===== src/rtl/write_back_stage.sv =====
// Write-back stage: retires register results directly and parks loads in
// WAIT_MEM until memory data returns, then writes the size/sign-extended value.
module write_back_stage #(
  parameter int DATA_WIDTH         = 32,
  parameter int GPR_WIDTH          = 3,
  parameter int ZERO_REG_HARDWIRED = 1,
  parameter int COUNT_WIDTH        = 16
) (
  input  logic                   clk,
  input  logic                   rst_n,
  input  logic                   in_valid,
  output logic                   in_ready,
  input  logic [DATA_WIDTH-1:0]  result,
  input  logic [GPR_WIDTH-1:0]   destination,
  input  logic [1:0]             writeback,
  input  logic [1:0]             load_size,
  input  logic                   load_signed,
  input  logic                   mem_valid,
  input  logic [DATA_WIDTH-1:0]  mem_data,
  output logic [GPR_WIDTH-1:0]   write_address,
  output logic [DATA_WIDTH-1:0]  write_data,
  output logic                   write_enable,
  output logic                   pending_valid,
  output logic [GPR_WIDTH-1:0]   pending_address,
  output logic [COUNT_WIDTH-1:0] retired_count
);

  typedef enum logic {
    IDLE     = 1'b0,
    WAIT_MEM = 1'b1
  } state_t;

  localparam logic [1:0] WB_REGISTER = 2'b01;
  localparam logic [1:0] WB_MEMORY   = 2'b10;
  localparam logic [1:0] SIZE_BYTE   = 2'b00;
  localparam logic [1:0] SIZE_HALF   = 2'b01;

  // Masks keep extension legal down to DATA_WIDTH=16, where the half case has no upper bits.
  localparam logic [DATA_WIDTH-1:0] BYTE_MASK = DATA_WIDTH'(8'hFF);
  localparam logic [DATA_WIDTH-1:0] HALF_MASK = DATA_WIDTH'(16'hFFFF);

  state_t                  state_q, state_d;
  logic                    write_enable_q, write_enable_d;
  logic [GPR_WIDTH-1:0]    write_address_q, write_address_d;
  logic [DATA_WIDTH-1:0]   write_data_q, write_data_d;
  logic [GPR_WIDTH-1:0]    load_dest_q, load_dest_d;
  logic [1:0]              load_size_q, load_size_d;
  logic                    load_signed_q, load_signed_d;
  logic [COUNT_WIDTH-1:0]  retired_count_q, retired_count_d;

  logic                    wr_req;
  logic [GPR_WIDTH-1:0]    wr_addr;
  logic [DATA_WIDTH-1:0]   wr_data;

  function automatic logic [DATA_WIDTH-1:0] extend_load(
    input logic [DATA_WIDTH-1:0] data,
    input logic [1:0]            size,
    input logic                  sign
  );
    logic [DATA_WIDTH-1:0] ext;
    case (size)
      SIZE_BYTE: begin
        ext = data & BYTE_MASK;
        if (sign && data[7]) ext = ext | ~BYTE_MASK;
      end
      SIZE_HALF: begin
        ext = data & HALF_MASK;
        if (sign && data[15]) ext = ext | ~HALF_MASK;
      end
      default: ext = data;
    endcase
    return ext;
  endfunction

  always_comb begin
    state_d         = state_q;
    write_enable_d  = 1'b0;
    write_address_d = '0;
    write_data_d    = '0;
    load_dest_d     = load_dest_q;
    load_size_d     = load_size_q;
    load_signed_d   = load_signed_q;
    retired_count_d = retired_count_q;
    wr_req          = 1'b0;
    wr_addr         = '0;
    wr_data         = '0;

    case (state_q)
      IDLE: begin
        if (in_valid) begin
          if (writeback == WB_REGISTER) begin
            wr_req  = 1'b1;
            wr_addr = destination;
            wr_data = result;
          end else if (writeback == WB_MEMORY) begin
            state_d       = WAIT_MEM;
            load_dest_d   = destination;
            load_size_d   = load_size;
            load_signed_d = load_signed;
          end
        end
      end
      WAIT_MEM: begin
        if (mem_valid) begin
          state_d = IDLE;
          wr_req  = 1'b1;
          wr_addr = load_dest_q;
          wr_data = extend_load(mem_data, load_size_q, load_signed_q);
        end
      end
      default: state_d = IDLE;
    endcase

    // A hardwired zero register swallows the write but never alters sequencing.
    if (wr_req && !(ZERO_REG_HARDWIRED != 0 && wr_addr == '0)) begin
      write_enable_d  = 1'b1;
      write_address_d = wr_addr;
      write_data_d    = wr_data;
      retired_count_d = retired_count_q + COUNT_WIDTH'(1);
    end
  end

  always_ff @(posedge clk or negedge rst_n) begin
    if (!rst_n) begin
      state_q         <= IDLE;
      write_enable_q  <= 1'b0;
      write_address_q <= '0;
      write_data_q    <= '0;
      load_dest_q     <= '0;
      load_size_q     <= '0;
      load_signed_q   <= 1'b0;
      retired_count_q <= '0;
    end else begin
      state_q         <= state_d;
      write_enable_q  <= write_enable_d;
      write_address_q <= write_address_d;
      write_data_q    <= write_data_d;
      load_dest_q     <= load_dest_d;
      load_size_q     <= load_size_d;
      load_signed_q   <= load_signed_d;
      retired_count_q <= retired_count_d;
    end
  end

  assign in_ready        = (state_q == IDLE);
  assign pending_valid   = (state_q == WAIT_MEM);
  assign pending_address = pending_valid ? load_dest_q : '0;
  assign write_enable    = write_enable_q;
  assign write_address   = write_address_q;
  assign write_data      = write_data_q;
  assign retired_count   = retired_count_q;

endmodule

===== config.mk =====
export PLATFORM = sky130hd
export DESIGN_NAME = write_back_stage
export DESIGN_NICKNAME = d
export VERILOG_FILES = /design/src/rtl/write_back_stage.sv
export SDC_FILE = /design/constraint.sdc
export NUM_CORES = 1
export LEC_CHECK = 0
export ABC_AREA = 1
export BUFFER_PORTS_ARGS = -buffer_cell sky130_fd_sc_hd__buf_2
export CORE_AREA = 5 5 110 71
export CTS_CLUSTER_SIZE = 25
export DETAILED_ROUTE_END_ITERATION = 10
export DIE_AREA = 0 0 115 76
export GPL_TIMING_DRIVEN = 0
export PLACE_DENSITY = 0.8
export SLEW_MARGIN = 5
export SYNTH_ARGS = -nofsm -noshare
export SYNTH_HDL_FRONTEND = slang
export SYNTH_SLANG_ARGS = --single-unit

===== constraint.sdc =====
create_clock -name clk -period 2.1 [get_ports clk]
set_input_delay 0.63 -clock clk [delete_from_list [all_inputs] [get_ports clk]]
set_output_delay 0.63 -clock clk [all_outputs]
set_load 0.05 [all_outputs]

==> Word level (Yosys, flattened, before mapping) <==
Cells that the tools add are included.
{ "totals": {"ff_bits": 59, "latch_bits": 0, "ramBits": 0, "romBits": 0, "inputBits": 76, "output_inout_bits": 57, "word_cells": 45, "mem_count": 0} }
{ "classes": {"n_addsub": 1, "multipliers": 0, "n_div": 0, "n_lt_le_gt_ge": 0, "eq_ne": 3, "shift": 0, "muxes": 24, "bitwise": 2, "reduce_logical": 7} }
{ "ops": {"columns": ["operator", "n"], "rows": [
  ["32-bit 2-to-1 mux", 6],
  ["32-bit case mux with 2 select lines", 2],
  ["16-bit by 1-bit adder with 16-bit output, second input constant", 1],
  ["3-bit 2-to-1 mux", 5],
  ["1-bit 2-to-1 mux", 8],
  ["3-bit case mux with 2 select lines", 1],
  ["2-bit by 1-bit equality test with 1-bit output, second input constant", 2],
  ["1-bit case mux with 2 select lines", 2],
  ["4-bit AND reduction", 1],
  ["1-bit logical AND", 3],
  ["3-bit logical NOT", 1],
  ["2-bit equality test, second input constant", 1],
  ["2-bit logical NOT", 1],
  ["1-bit NOT", 2],
  ["1-bit logical NOT", 1]
]} }

==> Longest topological paths before layout <==
{ "depth": {"ltp_word": 8, "ltp_mapped": 9, "ltp_nobuf": 8} }

==> Worst setup path after synthesis <==
OpenSTA, ideal clock, no wires.
{ "synth_timing": {"path_type": "register to output", "start": "reg state_q, in the netlist pending_valid", "end": "out in_ready", "arrival_ns": 1.208, "required_ns": 1.470, "path_slack_ns": 0.262, "stages_incl_launch_ff": 4, "path_buffers": 2, "path_cell_list": "dfrtp_1 > buf_6 > inv_1 > buf_2"} }
{ "synth_via": {"elab_chain_len": 1} }
{ "synth_lines": {"columns": ["item", "line", "text"], "rows": [
  ["from (decl)", "42", "state_t state_q, state_d;"],
  ["from (signal assigned)", "134", "state_q <= state_d;"],
  ["1-bit NOT (no source line)", null, null],
  ["to (decl)", "12", "output logic in_ready,"]
]} }
No other way between the ends.

==> Worst setup path in the final report <==
Same ends and word-level chain as after synthesis.

==> out/qor.csv <==
stage,metric,value,unit
outcome,status,completed,
global_route,vias in the first global route,3091,
flow_run,max-cap violations,0,
clock_tree,Root Driver,clkbuf_8,
layout,fin nets,627,
floorplan,Core Rows,24,
setup_path,"Slowest-stage cell, CP",dfrtp_1,
clock_tree,htree depth,3,
clock_tree,clk_lat worst skew,0.34,ns
routing,remaining antenna violation count,0,
layout,layout cell share with drive strength beyond 1,34.8,%
layout,final core utilization,61.2,%
timing,final hold violations,0,
floorplan,Ports,133,
global_route,first-pass GRT wire length,14800,µm
placed_design,Setup Slack @ Placement,0.220,ns
power_and_ir_drop,Pleak,0.00252,µW
routing,via/cell ratio,4.88,
timing,Final min period,1.96,ns
placed_design,DP HPWL,6900,µm
power_and_ir_drop,VDD IR max,0.666,mV
routing,Initial DRC Count,156,
setup_path,CP peak stage delay,0.37,ns
logic_synthesis,#FFs+latches synth,59,
timing,unrepaired setup endpoints after global routing,no,
power_and_ir_drop,total power draw,3500,µW
floorplan,die height,76,µm
floorplan,Die ar.,8740,µm²
layout,final instance area,4190,µm²
logic_synthesis,post-synthesis sequential area ratio,46.6,%
timing,Rel. slew slack,50.9,%
setup_path,Critical Path Sink Type,output port,
timing,final setup vio count,0,
floorplan,Core Footprint,6850,µm²
clock_tree,CTS Buffer Depth,2,
worst_hold_path,HP Class,in2async,
timing,Achievable Freq,509,MHz
timing,Pins Over Slew Limit,0,
routing,vias,3150,
clock_tree,TritonCTS Buffers,9,
placed_design,# port buffers,132,
routing,DRC violations left,0,
placed_design,gpl congestion,0.926,
logic_synthesis,Mapped Cells,407,
clock_tree,Num Clock Sinks,59,
floorplan,Initial Util,46.3,%
setup_path,R2R Path End,retired_count[12],
floorplan,Die X,115,µm
logic_synthesis,"Avg Cell Area, Syn",7.78,µm²
setup_path,critical path's top delay family,buffers and inverters,
layout,Layout area overhead,32.2,%
global_route,grt ovf,0,
setup_path,worst path cell trace,buf_6 > clkinvlp_4 > buf_6 > buf_6,
setup_path,CP Data Required Time,1.47,ns
setup_path,R2R Setup Slk,0.51,ns
timing,Worst-Margin Slew,0.736,ns
global_route,initial antenna violation count,0,
clock_tree,hold buffers post-CTS,0,
clock_tree,post-CTS setup buffers,0,
setup_path,RR Startpoint,retired_count[0],
global_route,largest net degree at the start of global routing,60,
logic_synthesis,synthesized area,3170,µm²
clock_tree,clock slew seen by the registers of the worst setup and hold paths,0.07,ns
routing,wire per inst,13.7,µm
global_route,Total GRT Usage,21.3,%
setup_path,Worst Path Max Fanout,10,
logic_synthesis,yosys warns,0,
timing,post-route setup slack,0.137,ns
timing,Setup Skew,0.0105,ns
timing,Setup Total Neg Slack,0,ns
placed_design,Area after DPL,3940,µm²
setup_path,Worst R2R Path Depth,8,
logic_synthesis,Post-Synthesis Net Count,484,
setup_path,worst path arrival time,1.33,ns
routing,Routed WL,8880,µm
setup_path,CP most frequent cell,buf_6,
setup_path,CP Launch Type,register,
setup_path,Bufs and invs on worst path,4,
logic_synthesis,synth unique cells,28,
layout,Ant. Diodes,0,
power_and_ir_drop,PwrDens,836,nW/µm²
routing,TritonRoute pass-1 iters,4,
setup_path,Levels on crit path,4,
setup_path,Setup CP Type,reg2out,
timing,fin crit share,93.5,%
clock_tree,CTS tree,done,
registers in the layout (all words and copies together), names as in the netlist:
name	cells
load_dest_q	3
load_signed_q	1
load_size_q	2
pending_valid	1
retired_count	16
write_address	3
write_data	32
write_enable	1
layout by cell type (no fill, tap or decap):
cell        netlist  final
clkinv_2          0      1
dfrtp_1          59     59
bufinv_16         0      2
clkbuf_8          0     11
xnor2_1           2      2
o21ai_0           5      5
o22ai_1           5      5
a22o_1            5      5
nand3_4           1      1
nor2_1           29     29
nand2_2           2      2
or2_2            16     16
a22oi_1           3      3
nand3_1          45     45
clkbuf_1          1      2
buf_6             5      7
buf_2             8    137
nor2_4            3      3
mux2_2            1      1
nand4_1           6      6
nand2_1         134    134
buf_4             4      5
nand3_2           1      1
mux2_4            1      1
clkinvlp_4        0      2
and2_1            5      5
ha_1              1      1
xor2_1            5      5
a21oi_1          14     14
o21ai_2           2      2
a21oi_2           1      1
inv_1            43     42
repair_timing:
action	4_1_cts	5_1_grt
endpoints found under the hold margin	0	0
resized for setup	3	2
setup endpoints to repair	1	1
through the flow:
| step | cells | hold WS, ns |
|---|---|---|
| after floorplan | 407 | 0.334 |
| final | 646 | 0.347 |
| after global routing | 646 | 0.410 |
| after CTS | 646 | 0.499 |
| after global placement | 630 | 0.473 |
| after detailed placement | 630 | 0.484 |
power breakdown:
part           internal (µW)  switching (µW)  total, µW  leakage (µW)
clock network            732             458       1190      0.000113
registers               1240            99.4       1340      0.000798
logic                    305             669        974       0.00161
total                   2270            1230       3500       0.00252
layout make-up:
class                      instances  area, µm²
multi-input combinational        287       1400
tap                               91        114
clock buffer                      12        155
clock inverter                     4       72.6
fill                             653       2660
buffer                            18        136
sequential                        59       1480
inverter                          43        165
timing repair buffer             132        669
synthesized netlist by cell type:
| master | number | share of area (%) |
|---|---|---|
| buf_4 | 4 | 0.95 |
| ha_1 | 1 | 0.40 |
| clkbuf_1 | 1 | 0.12 |
| nand2_2 | 2 | 0.40 |
| a21oi_1 | 14 | 2.2 |
| xor2_1 | 5 | 1.4 |
| nor2_1 | 29 | 3.4 |
| o21ai_2 | 2 | 0.55 |
| xnor2_1 | 2 | 0.55 |
| nand3_4 | 1 | 0.55 |
| o22ai_1 | 5 | 0.99 |
| inv_1 | 43 | 5.1 |
| mux2_4 | 1 | 0.47 |
| a22oi_1 | 3 | 0.71 |
| buf_2 | 8 | 1.3 |
| a21oi_2 | 1 | 0.28 |
| a22o_1 | 5 | 1.4 |
| nand2_1 | 134 | 16 |
| nor2_4 | 3 | 1.1 |
| nand3_2 | 1 | 0.32 |
| mux2_2 | 1 | 0.36 |
| or2_2 | 16 | 3.2 |
| buf_6 | 5 | 1.8 |
| dfrtp_1 | 59 | 47 |
| and2_1 | 5 | 0.99 |
| nand3_1 | 45 | 7.1 |
| o21ai_0 | 5 | 0.79 |
| nand4_1 | 6 | 1.2 |
how the worst max path moves through the flow:
stage                   from  slack (ns)  endpoint
2_1_floorplan  pending_valid        0.26  in_ready
3_3_place_gp   pending_valid        0.27  in_ready
3_5_place_dp   pending_valid        0.22  in_ready
4_1_cts        pending_valid        0.04  in_ready
5_1_grt        pending_valid        0.06  in_ready
6_report       pending_valid        0.14  in_ready
kinds of logic (layout without fill, tap and decap cells):
logic type	Yosys count	count (layout)	synth area share, %
muxes	2	2	0.830
buffers and inverters	61	209	9.21
adders and majority gates	1	1	0.395
and+or+nand+nor	242	242	34.1
DFF	59	59	46.6
AOI/OAI and AO/OA	35	35	6.91
xor gates and xnor gates	7	7	1.94
metal layers:
metal / vias up / track usage [%] / part of all wire (%)
li1: 1568 / - / -
met1: 1448 / 27.5 / 42
met2: 125 / 32.9 / 45
met3: 9 / 10.2 / 12
met4: 0 / 3.87 / 0.88
met5: - / 0 / 0
Power figures use the tool's default switching activity.
